### src/rtl/calc_pkg.sv
`default_nettype none
// ============================================================================
//  Module      : calc_pkg
//  Description : Shared definitions for the calculator sequencer: state
//                encoding, ASCII constants and the output line length.
//  Revision    : 1.0  initial release
// ============================================================================
package calc_pkg;

    // Number of bytes in every output line: 4 payload characters, CR, LF
    localparam int c_LINE_LEN = 6;

    // ASCII characters used to build the output line
    localparam logic [7:0] c_ASCII_CR   = 8'h0D;
    localparam logic [7:0] c_ASCII_LF   = 8'h0A;
    localparam logic [7:0] c_ASCII_E    = 8'h45;
    localparam logic [7:0] c_ASCII_R    = 8'h52;
    localparam logic [7:0] c_ASCII_BANG = 8'h21;
    localparam logic [7:0] c_ASCII_T    = 8'h54;
    localparam logic [7:0] c_ASCII_O    = 8'h4F;
    localparam logic [7:0] c_ASCII_U    = 8'h55;

    // Sequencer state encoding
    localparam logic [2:0] c_ST_IDLE     = 3'd0;
    localparam logic [2:0] c_ST_ISSUE    = 3'd1;
    localparam logic [2:0] c_ST_WAIT_ALU = 3'd2;
    localparam logic [2:0] c_ST_LOAD     = 3'd3;
    localparam logic [2:0] c_ST_WAIT_TX  = 3'd4;

    typedef enum logic [2:0] {
        ST_IDLE     = c_ST_IDLE,
        ST_ISSUE    = c_ST_ISSUE,
        ST_WAIT_ALU = c_ST_WAIT_ALU,
        ST_LOAD     = c_ST_LOAD,
        ST_WAIT_TX  = c_ST_WAIT_TX
    } calc_state_t;

endpackage
`default_nettype wire

### src/rtl/calc_hex_ascii.sv
`default_nettype none
// ============================================================================
//  Module      : calc_hex_ascii
//  Description : Combinational conversion of one 4-bit nibble to its
//                uppercase ASCII hex digit ('0'-'9', 'A'-'F').
//  Revision    : 1.0  initial release
// ============================================================================
module calc_hex_ascii (
    input  logic [3:0] i_nibble,
    output logic [7:0] o_ascii
);

    // 0-9 map onto 0x30-0x39, 10-15 onto 0x41-0x46
    assign o_ascii = (i_nibble < 4'd10) ? {4'h3, i_nibble}
                                        : (8'h37 + {4'h0, i_nibble});

endmodule
`default_nettype wire

### src/rtl/calc_seq.sv
`default_nettype none
// ============================================================================
//  Module      : calc_seq
//  Description : Sequencer between the command interpreter, the ALU and the
//                UART transmitter. Latches a command on rdy, launches the
//                ALU, then sends the result as a 6-byte ASCII line
//                (4 hex digits or "ERR!", then CR LF). Commands arriving
//                while busy are dropped and flagged on the sticky ovf.
//                Optional macro CALC_SEQ_TIMEOUT_EN adds an ALU timeout that
//                sends "TOUT" after TO_CYCLES cycles without alu_done.
//  Revision    : 1.0  initial release
// ============================================================================
module calc_seq
    import calc_pkg::*;
#(
    parameter int W_OP  = 8,
    parameter int W_RES = 16
`ifdef CALC_SEQ_TIMEOUT_EN
    ,
    parameter int TO_CYCLES = 255
`endif
) (
    input  logic             clk,
    input  logic             rst,
    input  logic             rdy,
    input  logic [W_OP-1:0]  op_A,
    input  logic [W_OP-1:0]  op_B,
    input  logic [3:0]       cmd,
    output logic [W_OP-1:0]  alu_a,
    output logic [W_OP-1:0]  alu_b,
    output logic [3:0]       alu_cmd,
    output logic             alu_start,
    input  logic             alu_done,
    input  logic [W_RES-1:0] alu_res,
    input  logic             alu_err,
    output logic [7:0]       tx_data,
    output logic             tx_strt,
    input  logic             tx_busy,
    output logic             busy,
    output logic             ovf
);

    localparam logic [2:0] c_LAST_IDX = 3'(c_LINE_LEN - 1);

    calc_state_t r_state;
    calc_state_t w_state_nxt;
    logic [2:0]  r_idx;
    logic [7:0]  r_line [0:c_LINE_LEN-1];
    logic        r_tx_first;     // first WAIT_TX cycle: tx_busy not yet up
    logic [7:0]  w_digit [0:3];
    logic        w_latch;
    logic        w_issue;
    logic        w_capture;
    logic        w_send;
    logic        w_advance;
    logic        w_timeout;

    // One converter per printed digit, most significant nibble first
    generate
        for (genvar gi = 0; gi < 4; gi++) begin : g_digit
            calc_hex_ascii u_hex (
                .i_nibble (alu_res[W_RES-1-4*gi -: 4]),
                .o_ascii  (w_digit[gi])
            );
        end
    endgenerate

`ifdef CALC_SEQ_TIMEOUT_EN
    localparam int c_TO_W = $clog2(TO_CYCLES + 1);
    logic [c_TO_W-1:0] r_to_cnt;

    // Cycles spent in WAIT_ALU; held at zero in every other state
    always_ff @(posedge clk or posedge rst) begin
        if (rst)
            r_to_cnt <= '0;
        else if (r_state != ST_WAIT_ALU)
            r_to_cnt <= '0;
        else
            r_to_cnt <= r_to_cnt + 1'b1;
    end

    // Expiry on the last allowed cycle; a simultaneous alu_done takes priority
    assign w_timeout = (r_state == ST_WAIT_ALU) && !alu_done &&
                       (r_to_cnt == c_TO_W'(TO_CYCLES - 1));
`else
    assign w_timeout = 1'b0;
`endif

    // State register
    always_ff @(posedge clk or posedge rst) begin
        if (rst)
            r_state <= ST_IDLE;
        else
            r_state <= w_state_nxt;
    end

    // Next-state logic and one-cycle control strobes
    always_comb begin
        w_state_nxt = r_state;
        w_latch     = 1'b0;
        w_issue     = 1'b0;
        w_capture   = 1'b0;
        w_send      = 1'b0;
        w_advance   = 1'b0;
        case (r_state)
            ST_IDLE: begin
                if (rdy) begin
                    w_latch     = 1'b1;
                    w_state_nxt = ST_ISSUE;
                end
            end
            ST_ISSUE: begin
                w_issue     = 1'b1;
                w_state_nxt = ST_WAIT_ALU;
            end
            ST_WAIT_ALU: begin
                if (alu_done || w_timeout) begin
                    w_capture   = 1'b1;
                    w_state_nxt = ST_LOAD;
                end
            end
            ST_LOAD: begin
                if (!tx_busy) begin
                    w_send      = 1'b1;
                    w_state_nxt = ST_WAIT_TX;
                end
            end
            ST_WAIT_TX: begin
                if (!r_tx_first && !tx_busy) begin
                    w_advance   = 1'b1;
                    w_state_nxt = (r_idx == c_LAST_IDX) ? ST_IDLE : ST_LOAD;
                end
            end
            default: w_state_nxt = ST_IDLE;
        endcase
    end

    // ALU interface: operands latched once per command, start pulse registered
    always_ff @(posedge clk or posedge rst) begin
        if (rst) begin
            alu_a     <= '0;
            alu_b     <= '0;
            alu_cmd   <= '0;
            alu_start <= 1'b0;
        end else begin
            alu_start <= w_issue;
            if (w_latch) begin
                alu_a   <= op_A;
                alu_b   <= op_B;
                alu_cmd <= cmd;
            end
        end
    end

    // Line buffer: result digits, "ERR!" or "TOUT", always terminated CR LF
    always_ff @(posedge clk or posedge rst) begin
        if (rst) begin
            for (int i = 0; i < c_LINE_LEN; i++)
                r_line[i] <= '0;
        end else if (w_capture) begin
            if (!alu_done) begin
                r_line[0] <= c_ASCII_T;
                r_line[1] <= c_ASCII_O;
                r_line[2] <= c_ASCII_U;
                r_line[3] <= c_ASCII_T;
            end else if (alu_err) begin
                r_line[0] <= c_ASCII_E;
                r_line[1] <= c_ASCII_R;
                r_line[2] <= c_ASCII_R;
                r_line[3] <= c_ASCII_BANG;
            end else begin
                for (int i = 0; i < 4; i++)
                    r_line[i] <= w_digit[i];
            end
            r_line[4] <= c_ASCII_CR;
            r_line[5] <= c_ASCII_LF;
        end
    end

    // TX interface, byte index and the sticky drop flag
    always_ff @(posedge clk or posedge rst) begin
        if (rst) begin
            tx_data    <= '0;
            tx_strt    <= 1'b0;
            r_tx_first <= 1'b0;
            r_idx      <= '0;
            ovf        <= 1'b0;
        end else begin
            tx_strt    <= w_send;
            r_tx_first <= w_send;
            if (r_state == ST_LOAD)
                tx_data <= r_line[r_idx];
            if (w_advance)
                r_idx <= (r_idx == c_LAST_IDX) ? 3'd0 : r_idx + 3'd1;
            if (rdy && (r_state != ST_IDLE))
                ovf <= 1'b1;
        end
    end

    assign busy = (r_state != ST_IDLE);

endmodule
`default_nettype wire

### config.mk
export PLATFORM = sky130hd
export DESIGN_NAME = calc_seq
export DESIGN_NICKNAME = d
export VERILOG_FILES = /design/src/rtl/calc_pkg.sv /design/src/rtl/calc_hex_ascii.sv /design/src/rtl/calc_seq.sv
export SDC_FILE = /design/constraint.sdc
export NUM_CORES = 1
export LEC_CHECK = 0
export CORE_MARGIN = 8
export CORE_UTILIZATION = 54
export DETAILED_ROUTE_END_ITERATION = 8
export MAX_ROUTING_LAYER = met4
export PLACE_DENSITY_LB_ADDON = 0.05
export SLEW_MARGIN = 15
export SYNTH_ARGS = -nofsm -noshare
export SYNTH_HDL_FRONTEND = slang
export SYNTH_SLANG_ARGS = --single-unit
export TNS_END_PERCENT = 20
### constraint.sdc
create_clock -name clk -period 3.7 [get_ports clk]
set_input_delay 0.37 -clock clk [delete_from_list [all_inputs] [get_ports clk]]
set_output_delay 0.37 -clock clk [all_outputs]
set_load 0.03 [all_outputs]
==> results of run 1 <==
through the flow:
stage | setup WS [ns] | instances | instance area (um2)
after global routing | 1.32 | 404 | 4050
after detailed placement | 1.44 | 389 | 3870
final | 1.38 | 404 | 4050
after CTS | 1.36 | 404 | 4050
after floorplan | 1.70 | 256 | 3140
after global placement | 1.51 | 389 | 3870
worst max-delay path, delay by kind of cell (launching register included):
| family | cells | cell delay [ns] |
|---|---|---|
| buffers and inverters | 1 | 0.63 |
| flip-flops | 1 | 0.50 |
| AND/OR/NAND/NOR | 1 | 0.48 |
sequential cells by signal, summed over array words and instances, names as in the netlist:
name        count
r_line         29
alu_a           8
alu_b           8
tx_data         7
alu_cmd         4
r_idx           3
r_state         3
alu_start       1
ovf             1
r_tx_first      1
kinds of logic (layout without fill, tap and decap cells):
family / count (synthesis) / count (layout)
AO/OA/AOI/OAI: 60 / 60
XOR/XNOR: 5 / 5
adder cells (fa/ha/maj): 4 / 4
buffers and inverters: 26 / 102
flip-flops: 65 / 65
multiplexers: 31 / 31
other: 1 / 1
AND/OR/NAND/NOR: 64 / 64
routing by layer:
layer / share of wire / wire (um)
met5: 0 / 0
met4: 0.015 / 102
met3: 0.057 / 398
met2: 0.47 / 3280
met1: 0.45 / 3150
report_power, final:
group	switching, uW	leakage [uW]	internal [uW]
Combinational	735	0.000864	776
Sequential	228	0.000783	1010
Clock	254	0.0000980	291
Total	1220	0.00175	2080
cells in the mapped netlist, types with 4 or more instances:
master / n / share of area
a21oi_1: 14 / 0.022
a22o_1: 7 / 0.019
a22oi_1: 4 / 0.0096
and4b_1: 4 / 0.013
buf_2: 7 / 0.011
dfrtp_1: 65 / 0.52
ha_1: 4 / 0.016
inv_1: 11 / 0.013
mux2_4: 20 / 0.096
mux4_2: 7 / 0.050
nand2_1: 22 / 0.026
nor2_1: 11 / 0.013
nor2b_1: 5 / 0.0099
o21ai_0: 22 / 0.035
o22a_1: 4 / 0.011
xnor2_1: 5 / 0.014
how the worst max path moves through the flow:
stage	endpoint	slack, ns	cells past startpoint
finish	busy	1.38	2
global route	busy	1.32	2
CTS	busy	1.36	2
detailed placement	r_line[42]	1.44	5
global placement	r_line[42]	1.51	5
floorplan	alu_a[0]	1.70	1
area by class of cell:
cell class | count | share of cell area
sequential | 65 | 0.402
tap | 72 | 0.0222
clock buffer | 12 | 0.0408
multi-input combinational | 165 | 0.336
inverter | 11 | 0.0102
timing repair buffer | 76 | 0.185
clock inverter | 3 | 0.00371
==> key figures, run 1 <==
Cells and area
  • Layout Nets: 374
  • Antenna cells: 0
  • Multi-input logic area: 0.00136 mm2
  • Most frequent cells in the layout: clkdlybuf4s50_1, dfrtp_1, o21ai_0, nand2_1, mux2_4
  • Synth-to-Final Area Change: 28.8%
  • Filler Cells Inserted: 385
  • Commonest non-fill, non-tap cell in the layout: clkdlybuf4s50_1
  • Fin util: 0.726
  • Fraction of layout cells with a size suffix above 1: 0.169
  • Register area: 0.00163 mm2

Placement
  • Port-buffer cells: 72
  • Final HPWL DP: 5160 um
  • RD Place Congestion: 0.785

Setup path
  • Crit Reg-Reg Startpoint: r_state[2]
  • Critical-path top delay cell: clkdlybuf4s50_1
  • FF-to-FF path depth: 4
  • Critical-path cell list: or3_4 > clkdlybuf4s50_1
  • CP Launch Type: flop
  • Worst reg-to-reg setup slack: 1.62 ns
  • R2r endpoint: r_line[42]
  • CP Max Fanout: 13
  • Arr. time, crit path: 1.95 ns
  • Critical path data required time: 3.33 ns
  • CP startpoint: r_state[2]
  • CP endpoint kind: output port
  • Crit-path max cell delay: 0.63 ns
  • Setup CP Type: flop to output port

Clock tree
  • TritonCTS clock tree: yes
  • CTS buffer count: 9
  • CTS Hold Buffers Added: 0
  • Setup Buffers After CTS: 0
  • Clk_lat worst skew: 0.33 ns
  • Cts repair resizes: 0
  • Total clock sinks: 65
  • Clock slew at reported path FFs: 0.07 ns
  • CTS H-tree depth: 3
  • Clock Tree Buf Depth: 2
  • Root buf cell: clkbuf_8

Synthesis
  • Post-synthesis adder-cell area fraction: 0.0159
  • Synth Warn #: 0
  • Synth Register Bits: 65
  • Post-Syn Instances: 256
  • Xor/xnor share of the synthesized area: 0.0139
  • Syn Nets: 302
  • Post-synthesis compound-gate area fraction: 0.119
  • Simple-gate share of the synthesized area: 0.123
  • Post-synth EDFFs: 0
  • Synth async-reset ratio: 1.00
  • Mux contribution to synthesized area: 0.159
  • Synthesized cell area: 0.00314 mm2
  • Syn Area/Cell: 12.3 um2
  • Largest family of logic cells by synthesized area: multiplexers
  • Distinct cell type count after synthesis: 42
  • Post-synthesis sequential area ratio: 0.517
  • Most used DFF post-synth: dfrtp_1

GRT
  • Gr usage total: 0.179
  • First-pass GRT wire length: 11700 um
  • Vias in the first global route: 2302
  • M3 GR Usage: 0.0565
  • GRT Residual Overflow: 0
  • Grt met1 use: 0.225
  • Initial antenna violation count: 0
  • Most used routing layer: met2
  • Pin count of the biggest net entering global routing: 45
  • Met2 Use GR: 0.265

Detailed routing
  • Iter 0 DRT Violations: 94
  • Wire per inst: 17.2 um
  • Pre-Repair DR Iteration Count: 4
  • Post-route ant nets: 0
  • Via count: 2199
  • Avg Vias per Cell: 5.44
  • Residual DRC: 0
  • WL final: 6930 um

Floorplanning
  • Die area: 0.00852 mm2
  • Die Y: 92.3 um
  • Die Wd: 92.3 um
  • CORE AREA: 0.00557 mm2
  • Starting Density: 0.564
  • IO Count: 74
  • Row cnt: 27

Timing
  • Final Hold Fails: 0
  • FMAX: 431 MHz
  • Setup violations, final: 0
  • Sum Neg Setup Slack: 0 ns
  • Worst-margin pin slew: 0.900 ns
  • Tmin final: 2.32 ns
  • Worst slew margin: 0.399
  • WHS: 0.463 ns
  • Fin crit share: 0.627
  • Final slew viol count: 0
  • Worst Clk Skew: 0.00574 ns
  • RSZ-0062 raised after global routing: no

Power and ir drop
  • VDD IR-drop max: 0.447 mV
  • Pwr dens: 813 mW/mm2
  • Total Power: 3290 uW
  • P_leak: 0.00175 uW

Hold path
  • Hold EP: ovf
  • Hold Path Depth: 1
  • Hold Crit Class: flop to flop
  • Hold_sp: ovf

Status
  • Outcome: completed

Job
  • # Max-Cap Violations: 0
Note: power is estimated with default switching activity, not from simulation.
==> run 2: changes to the inputs <==
--- a/config.mk
+++ b/config.mk
@@ -6,7 +6,7 @@
 export NUM_CORES = 1
 export LEC_CHECK = 0
 export CORE_MARGIN = 8
-export CORE_UTILIZATION = 54
+export CORE_UTILIZATION = 50
 export DETAILED_ROUTE_END_ITERATION = 8
 export MAX_ROUTING_LAYER = met4
 export PLACE_DENSITY_LB_ADDON = 0.05
==> constraint.sdc (replaced) <==
create_clock -name clk -period 2.38 [get_ports clk]
set_input_delay 0.238 -clock clk [delete_from_list [all_inputs] [get_ports clk]]
set_output_delay 0.238 -clock clk [all_outputs]
set_load 0.03 [all_outputs]
==> key figures, run 2 (synthesis results as in run 1) <==
Clock tree
  • Cts repair resizes: 0 (unchanged)
  • Clock slew at reported path FFs: 0.07 ns (about the same)
  • CTS H-tree depth: 3 (unchanged)
  • TritonCTS clock tree: yes
  • Root buf cell: clkbuf_8
  • Total clock sinks: 65 (unchanged)
  • CTS buffer count: 9 (unchanged)
  • CTS Hold Buffers Added: 0 (unchanged)
  • Setup Buffers After CTS: 0 (unchanged)
  • Clock Tree Buf Depth: 2 (unchanged)
  • Clk_lat worst skew: 0.34 ns (about the same)

Detailed routing
  • Avg Vias per Cell: 5.36 (-1.5%)
  • Residual DRC: 0 (unchanged)
  • Via count: 2210 (+0.50%)
  • Pre-Repair DR Iteration Count: 5 (+1)
  • Iter 0 DRT Violations: 64 (-32%)
  • Post-route ant nets: 0 (unchanged)
  • WL final: 7010 um (+1.1%)
  • Wire per inst: 17.0 um (-0.88%)

Power and ir drop
  • VDD IR-drop max: 0.852 mV (+91%)
  • Int Pwr: 3380 uW (+63%)
  • Pwr dens: 1290 mW/mm2 (+58%)
  • P_leak: 0.00177 uW (+1.6%)
  • Clock power frac: 0.190 (+0.025)
  • Switching power: 1930 uW (+58%)
  • Switching portion of total power: 0.363 (-0.00644)
  • Sequential power share: 0.362 (-0.014)
  • Comb power frac: 0.447 (-0.012)

GRT
  • M3 GR Usage: 0.0291 (-0.0274)
  • GRT Residual Overflow: 0 (unchanged)
  • Pin count of the biggest net entering global routing: 29 (-36%)
  • First-pass GRT wire length: 11800 um (+1.0%)
  • Vias in the first global route: 2310 (+0.35%)
  • Most used routing layer: met2
  • Gr usage total: 0.175 (-0.00460)
  • Initial antenna violation count: 0 (unchanged)
  • Grt met1 use: 0.230 (+0.00463)
  • Met2 Use GR: 0.262 (-0.00340)

Cells and area
  • Largest Register: r_line
  • Max FFs per register: 29 (unchanged)
  • Layout Nets: 376 (+0.53%)
  • Multi-input logic area: 0.00136 mm2 (unchanged)
  • Fin util: 0.665 (-0.0615)
  • Synth-to-Final Area Change: 31.2%
  • Fraction of layout cells with a size suffix above 1: 0.173 (+0.00446)
  • Commonest non-fill, non-tap cell in the layout: clkdlybuf4s50_1
  • Filler Cells Inserted: 478 (+24%)
  • Register area: 0.00163 mm2 (unchanged)
  • Largest registers: r_line x29, alu_a x8, alu_b x8
  • Most frequent cells in the layout: clkdlybuf4s50_1, dfrtp_1, o21ai_0, nand2_1, mux2_4
  • Antenna cells: 0 (unchanged)

Floorplanning
  • Row cnt: 29 (+7.4%)
  • Die area: 0.00908 mm2 (+6.6%)
  • CORE AREA: 0.00620 mm2 (+11%)
  • IO Count: 74 (unchanged)
  • Die Y: 95.3 um (+3.2%)
  • Starting Density: 0.507 (-0.0573)
  • Die Wd: 95.3 um (+3.2%)

Timing
  • FMAX: 460 MHz
  • Worst-margin pin slew: 0.655 ns (-0.245 ns)
  • Final Hold Fails: 0 (unchanged)
  • RSZ-0062 raised after global routing: no
  • PnR worst setup slack: 0.204 ns (-1.18 ns)
  • Fin crit share: 0.914
  • Worst slew margin: 0.563 (+0.163)
  • Setup violations, final: 0 (unchanged)
  • Sum Neg Setup Slack: 0 ns (unchanged)
  • Final slew viol count: 0 (unchanged)
  • WHS: 0.307 ns (-0.156 ns)
  • Worst Clk Skew: 0.00858 ns (+0.00285 ns)
  • Tmin final: 2.18 ns

Setup path
  • Worst reg-to-reg setup slack: 0.53 ns (-1.09 ns)
  • CP Launch Type: flop
  • Critical path data required time: 2.14 ns (-1.19 ns)
  • Setup CP Type: flop to output port
  • R2r endpoint: alu_cmd[1]
  • Arr. time, crit path: 1.94 ns (about the same)
  • CP endpoint kind: output port
  • FF-to-FF path depth: 3 (-1)
  • Crit Reg-Reg Startpoint: r_state[2]
  • CP Max Fanout: 13 (unchanged)

Placement
  • RD Place Congestion: 0.783 (-0.23%)
  • Final HPWL DP: 5140 um (-0.45%)
  • Port-buffer cells: 72 (unchanged)
  • Place WS: 0.485 ns (-0.956 ns)

Status
  • Outcome: completed

Job
  • # Max-Cap Violations: 0 (unchanged)

Hold path
  • Hold Crit Class: input port to async pin
run 2: changes by cell type in the layout (fill, tap and decap cells not counted):
| cell | change |
|---|---|
| clkinvlp_4 | +1 |
| bufinv_16 | +2 |
| buf_12 | +2 |
| clkbuf_1 | +1 |
| clkbuf_8 | -3 |
run 2: how the worst max path moves through the flow:
stage	from	endpoint	depth (start not counted)	slack (ns)
after global placement	alu_res[13]	r_line[42]	6	0.49
after detailed placement	alu_res[13]	r_line[42]	6	0.48
after CTS	r_state[2]	busy	2	0.20
after floorplan	rst	alu_a[0]	1	0.52
final	r_state[2]	busy	2	0.20
after global routing	r_state[2]	busy	2	0.15
run 2: worst max-delay path, stage by stage (launching register included):
cell and delay, ns:
dfrtp_1 0.50, or3_4 0.48, clkdlybuf4s50_1 0.61
run 2: through the flow:
step,area [um2],total power (uW),cells
floorplan,3140,3530,256
global placement,3920,4290,396
detailed placement,3920,4340,396
CTS,4130,5360,412
global route,4130,5640,412
finish,4130,5310,412
run 2: per-layer routing:
metal / vias to the layer above / share of wire
li1: 1069 / -
met1: 1071 / 0.48
met2: 63 / 0.45
met3: 7 / 0.049
met4: 0 / 0.013
met5: - / 0
run 2: power by group through the flow:
stage               logic (uW)  clock network (uW)  registers, uW
floorplan                 1250                   0           2280
global placement          2360                   0           1930
detailed placement        2400                   0           1940
CTS                       2410                1030           1920
global route              2560                1080           2000
finish                    2380                1010           1920
run 2: layout make-up:
cell class                      instances  share of cell area
Inverter                               11              0.0100
Sequential cell                        65               0.394
Tap cell                               77              0.0234
Multi-Input combinational cell        165               0.330
Clock buffer                           10              0.0309
Clock inverter                          6              0.0200
Timing Repair Buffer                   78               0.192
==> run 3: changes to the inputs <==
--- a/config.mk
+++ b/config.mk
@@ -10,6 +10,7 @@
 export DETAILED_ROUTE_END_ITERATION = 8
 export MAX_ROUTING_LAYER = met4
 export PLACE_DENSITY_LB_ADDON = 0.05
+export SKIP_CTS_REPAIR_TIMING = 1
 export SLEW_MARGIN = 15
 export SYNTH_ARGS = -nofsm -noshare
 export SYNTH_HDL_FRONTEND = slang
==> results of run 3 <==
Same layout as run 2: the final DEF is identical, and so are final timing and power.
==> RTL edit 1 (flow settings as in run 2) <==
Add a define of `CALC_SEQ_TIMEOUT_EN`.
--- a/src/rtl/calc_seq.sv
+++ b/src/rtl/calc_seq.sv
@@ -10,6 +10,8 @@
 //                sends "TOUT" after TO_CYCLES cycles without alu_done.
 //  Revision    : 1.0  initial release
 // ============================================================================
+`define CALC_SEQ_TIMEOUT_EN
+
 module calc_seq
     import calc_pkg::*;
 #(
Check against the original RTL: same outputs for any inputs over 10 cycles, from zero or initial values and one cycle with rst high; that may be too few to reach the edited logic, so the function may still have changed.
==> RTL edit 1 against run 2 <==
Worst setup slack improved by 0.043 ns; synthesized area rose by 9.7%; register-to-register slack improved by 0.04 ns; critical path depth rose by 1; die area rose by 8.0%; via count rose by 14%; wire length rose by 12%; global-route usage fell by 0.22 points; design area rose by 6.4%; total power rose by 2.1%; sequential cell count rose by 8.
==> RTL edit 1: results (changes against run 2) <==
synth_top_cells_by_area: "dfrtp_1 53%, mux2_2 6.5%, mux4_2 4.6%"
switching_share_pct: 38.2  # +1.9 points
cts-htree-levels: 3  # unchanged
cp_slowest_cell: "clkdlybuf4s50_1"
timing.reg2reg.setup_slack_ns: 0.57  # +0.04 ns
synth_warnings: 0  # unchanged
ctsLongestPathBuffers: 2  # unchanged
grt_use_total_pct: 17.3  # -0.22 points
use_met1_pct: 21.5  # -1.5 points
power_leakage_nw: 1.85  # +4.5%
crit_family: "buffers and inverters"
num-nets-final: 415  # +10%
p_comb_mw: 2.41
drt_iter0_drc: 148  # +130%
status: "finished clean"
place_area_sq_um: 4220  # +7.7%
max_stage_delay_ns: 0.62
synth_common_cells: "73 x dfrtp_1, 32 x nor2_1, 20 x mux2_2, 18 x a21oi_1, 15 x inv_1"
grt_pass1_vias: 2618  # +13%
max-slew-margin-rel_pct: 56.2  # about the same
worst_hold_slack_ns: 0.299  # -0.00828 ns
dpl.hpwl_mm: 5.66  # +10%
r2r_cells: 5  # +2
totalWireLength_mm: 7.84  # +12%
cts_root_buf: "clkbuf_8"
synthArstFlopShare_pct: 100  # unchanged
numCtsBuffers: 9  # unchanged
largest_register_ff_count: 29  # unchanged
post_cts_resized: 0  # unchanged
peakVddDrop_uv: 571  # -33%
antennaDiodeCount: 0  # unchanged
fillers: 545  # +14%
drive_above_1_share_pct: 14.3  # -3.0 points
skew_ns: 0.0108  # +0.00226 ns
syn_nets: 344  # +14%
met2_usage_pct: 26.5  # +0.28 points
cp.arrival_ns: 1.89  # -0.05 ns
r2r_start: "r_state[1]"
clkLatencyLatePin_ns: 0.34  # about the same
grt_pass1_wl_mm: 13.1  # +11%
worstReg2RegEnd: "r_line[19]"
viasPerCell: 5.59  # +4.1%
top_register: "r_line"
crit_path_max_fanout: 7  # -6
io_buffers: 72  # unchanged
drt_pass1_iterations: 4  # -1
gp_congestion: 0.937  # +20%
ctsHoldBuffers: 0  # unchanged
grt_util_met3_pct: 3.66  # +0.75 points
yosysSeqAreaShare_pct: 53.0  # +1.2 points
grt_max_degree: 74  # +160%
cts_setup_buffers: 0  # unchanged
pg_seq_mw: 2.16  # +12%
cts.reportedPaths.clkPinSlew_ns: 0.08
ys.flop_type: "dfrtp_1"
synth_cell_types: 48  # +14%
hp-class: "in2async"
RTL edit 1: cell types whose count changed after synthesis, moves of 8 or more:
cell,run 2,this run
dfrtp_1,65,73
mux2_2,2,20
mux2_4,20,0
nand2_1,22,11
nor2_1,11,32
o21ai_0,22,8
RTL edit 1: per-stage QoR:
stage	util, %	worst slack (ns)	total power, mW	instances
2_1_floorplan	-	0.289	3.75	296
3_3_place_gp	62.8	0.650	4.57	436
3_5_place_dp	62.8	0.619	4.61	436
4_1_cts	65.3	0.253	5.47	451
5_1_grt	65.3	0.118	5.74	451
6_report	65.3	0.247	5.42	451
RTL edit 1: layer usage:
metal,vias to the layer above,routed length [microns]
met1,1233,3590
met3,11,331
met5,-,0
met2,70,3800
met4,0,127
li1,1205,-
RTL edit 1: logic make-up (layout without fill, tap and decap cells):
logic type | after synthesis | count (layout) | share of synthesized area [%]
adder cells (fa/ha/maj) | 6 | 6 | 2.18
multiplexers | 27 | 27 | 11.1
buffers and inverters | 32 | 107 | 4.61
flip-flops | 73 | 73 | 53.0
AND/OR/NAND/NOR | 78 | 78 | 12.0
AO/OA/AOI/OAI | 68 | 68 | 14.3
other | 1 | 1 | 0.109
XOR/XNOR | 11 | 11 | 2.79
RTL edit 1: layout make-up:
class / count / area share [%]
flip-flops and latches: 73 / 41.6
repair buffers: 77 / 17.6
well taps: 80 / 2.28
clock buffers: 10 / 3.14
inverters: 15 / 1.28
clock inverters: 5 / 0.741
multi-input cells: 191 / 33.4
RTL edit 1: worst max-delay path by stage:
stage,startpoint,to,slack (ns),depth (start not counted)
floorplan,rst,alu_a[0],0.29,1
global placement,r_state[2],r_line[19],0.65,5
detailed placement,alu_res[9],r_line[34],0.62,7
CTS,r_state[0],busy,0.25,3
global route,r_state[0],busy,0.12,3
finish,r_state[0],busy,0.25,3
==> RTL edit 2 (flow settings as in run 2) <==
Without the edit above. Register the output `ovf` once more, without a reset; this adds one clock of latency there. The other outputs are not delayed to match.
--- a/src/rtl/calc_seq.sv
+++ b/src/rtl/calc_seq.sv
@@ -42,6 +42,8 @@
 
     localparam logic [2:0] c_LAST_IDX = 3'(c_LINE_LEN - 1);
 
+    logic ovf_s0;
+
     calc_state_t r_state;
     calc_state_t w_state_nxt;
     logic [2:0]  r_idx;
@@ -184,7 +186,7 @@
             tx_strt    <= 1'b0;
             r_tx_first <= 1'b0;
             r_idx      <= '0;
-            ovf        <= 1'b0;
+            ovf_s0     <= 1'b0;
         end else begin
             tx_strt    <= w_send;
             r_tx_first <= w_send;
@@ -193,11 +195,15 @@
             if (w_advance)
                 r_idx <= (r_idx == c_LAST_IDX) ? 3'd0 : r_idx + 3'd1;
             if (rdy && (r_state != ST_IDLE))
-                ovf <= 1'b1;
+                ovf_s0 <= 1'b1;
         end
     end
 
     assign busy = (r_state != ST_IDLE);
+
+    always_ff @(posedge clk) begin
+        ovf <= ovf_s0;
+    end
 
 endmodule
 `default_nettype wire
Behaviour: not the same (Yosys sat finds a counterexample within 4 cycles, from zero or initial values and one cycle with rst high).
==> RTL edit 2 against run 2 <==
Register-to-register slack better by 0.02 ns; wire length up 3.2%; count of clock-buffer cells in the layout rose by 1; non-clock buffer count unchanged; sequential cell count grew 1; cell count grew 0.24%; synthesized area increased by 0.64%; worst setup slack worse by 0.0076 ns; hold slack got worse by 0.021 ns; design area increased by 0.39%; total power increased by 1.3%.
==> RTL edit 2: results (changes against run 2) <==
drt_pass1_iterations: 4  # -1
p_seq_share_pct: 36.2  # about the same
grt_max_degree: 66  # +130%
syn_nets: 303  # +0.33%
synth_warnings: 0  # unchanged
die_area_sq_um: 9130  # +0.53%
synth_cells: 257  # +0.39%
multiInputGateArea_sq_um: 1360  # unchanged
p_int_mw: 3.43  # +1.4%
design_area_sq_um: 4140  # +0.39%
synth_cell_types: 43  # +2.4%
power_density_nw_per_um2: 1300  # +0.88%
wl_met2_mm: 3.32  # +4.4%
max_stage_delay_ns: 0.63  # +0.02 ns
grt_util_met3_pct: 5.12  # +2.2 points
synthAdderAreaFrac_pct: 1.58  # -0.010 points
skew_ns: 0.00947  # +0.000886 ns
drt_iter0_drc: 57  # -11%
grt_use_total_pct: 17.3  # -0.21 points
worst_slew_pin_slew_ns: 0.563  # -0.0924 ns
met2_usage_pct: 25.8  # -0.41 points
peakVddDrop_uv: 712  # -16%
gp_congestion: 0.747  # -4.6%
routed-via-count: 2235  # +1.1%
power_leakage_nw: 1.78  # +0.38%
layout.nonclk_buf_share_pct: 18.8  # -0.38 points
synthArstFlopShare_pct: 98.5  # -1.5 points
clock_area_share_pct: 5.29  # +0.19 points
synth_xor_area_share_pct: 1.38  # -0.0088 points
fillers: 488  # +2.1%
place_area_sq_um: 3920  # +0.19%
status: "finished clean"
drive_above_1_share_pct: 17.3  # -0.052 points
dpl.hpwl_mm: 5.20  # +1.2%
seq_area_share_pct: 39.8  # +0.33 points
ys_ff_latch: 66  # +1.5%
n_clock_buffer: 11  # +1
synth_top_area_share_pct: 51.4  # -0.33 points
synth_top_cells_by_area: "dfrtp_1 51%, mux2_4 9.5%, mux4_2 5.0%"
met1_length_mm: 3.22  # -5.0%
totalWireLength_mm: 7.23  # +3.2%
dp_cells: 397  # +0.25%
final_cells: 413  # +0.24%
muxShareOfSynthArea_pct: 15.8  # -0.10 points
synth_compound_area_share_pct: 11.8  # -0.075 points
wl_met3_microns: 542  # +58%
grt_pass1_vias: 2312  # +0.087%
yosysSeqAreaShare_pct: 52.0  # +0.31 points
use_met1_pct: 21.4  # -1.6 points
grt_pass1_wl_mm: 11.7  # -1.2%
-- RTL edit 2: cell types whose count changed after synthesis, sizes merged --
cell and delta:
dfxtp +1
-- RTL edit 2: worst register-to-register path, delay by kind of cell, from the launching register on --
| kind | cells | cell delay, ns |
|---|---|---|
| multiplexers | 1 | 0.35 |
| flip-flops | 1 | 0.50 |
| AND/OR/NAND/NOR | 2 | 0.87 |
-- RTL edit 2: final timing paths --
kind | startpoint | end | slack (ns) | depth (start not counted)
setup / recovery | r_state[2] | busy | 0.20 | 2
hold / removal | rst | alu_cmd[1] | 0.29 | 3
setup reg to reg | r_state[2] | alu_a[3] | 0.55 | 3
hold reg to reg | ovf_s0 | ovf | 0.37 | 0
max in group asynchronous | rst | r_line[19] | 1.82 | 3
min in group clk | ovf_s0 | ovf | 0.37 | 0
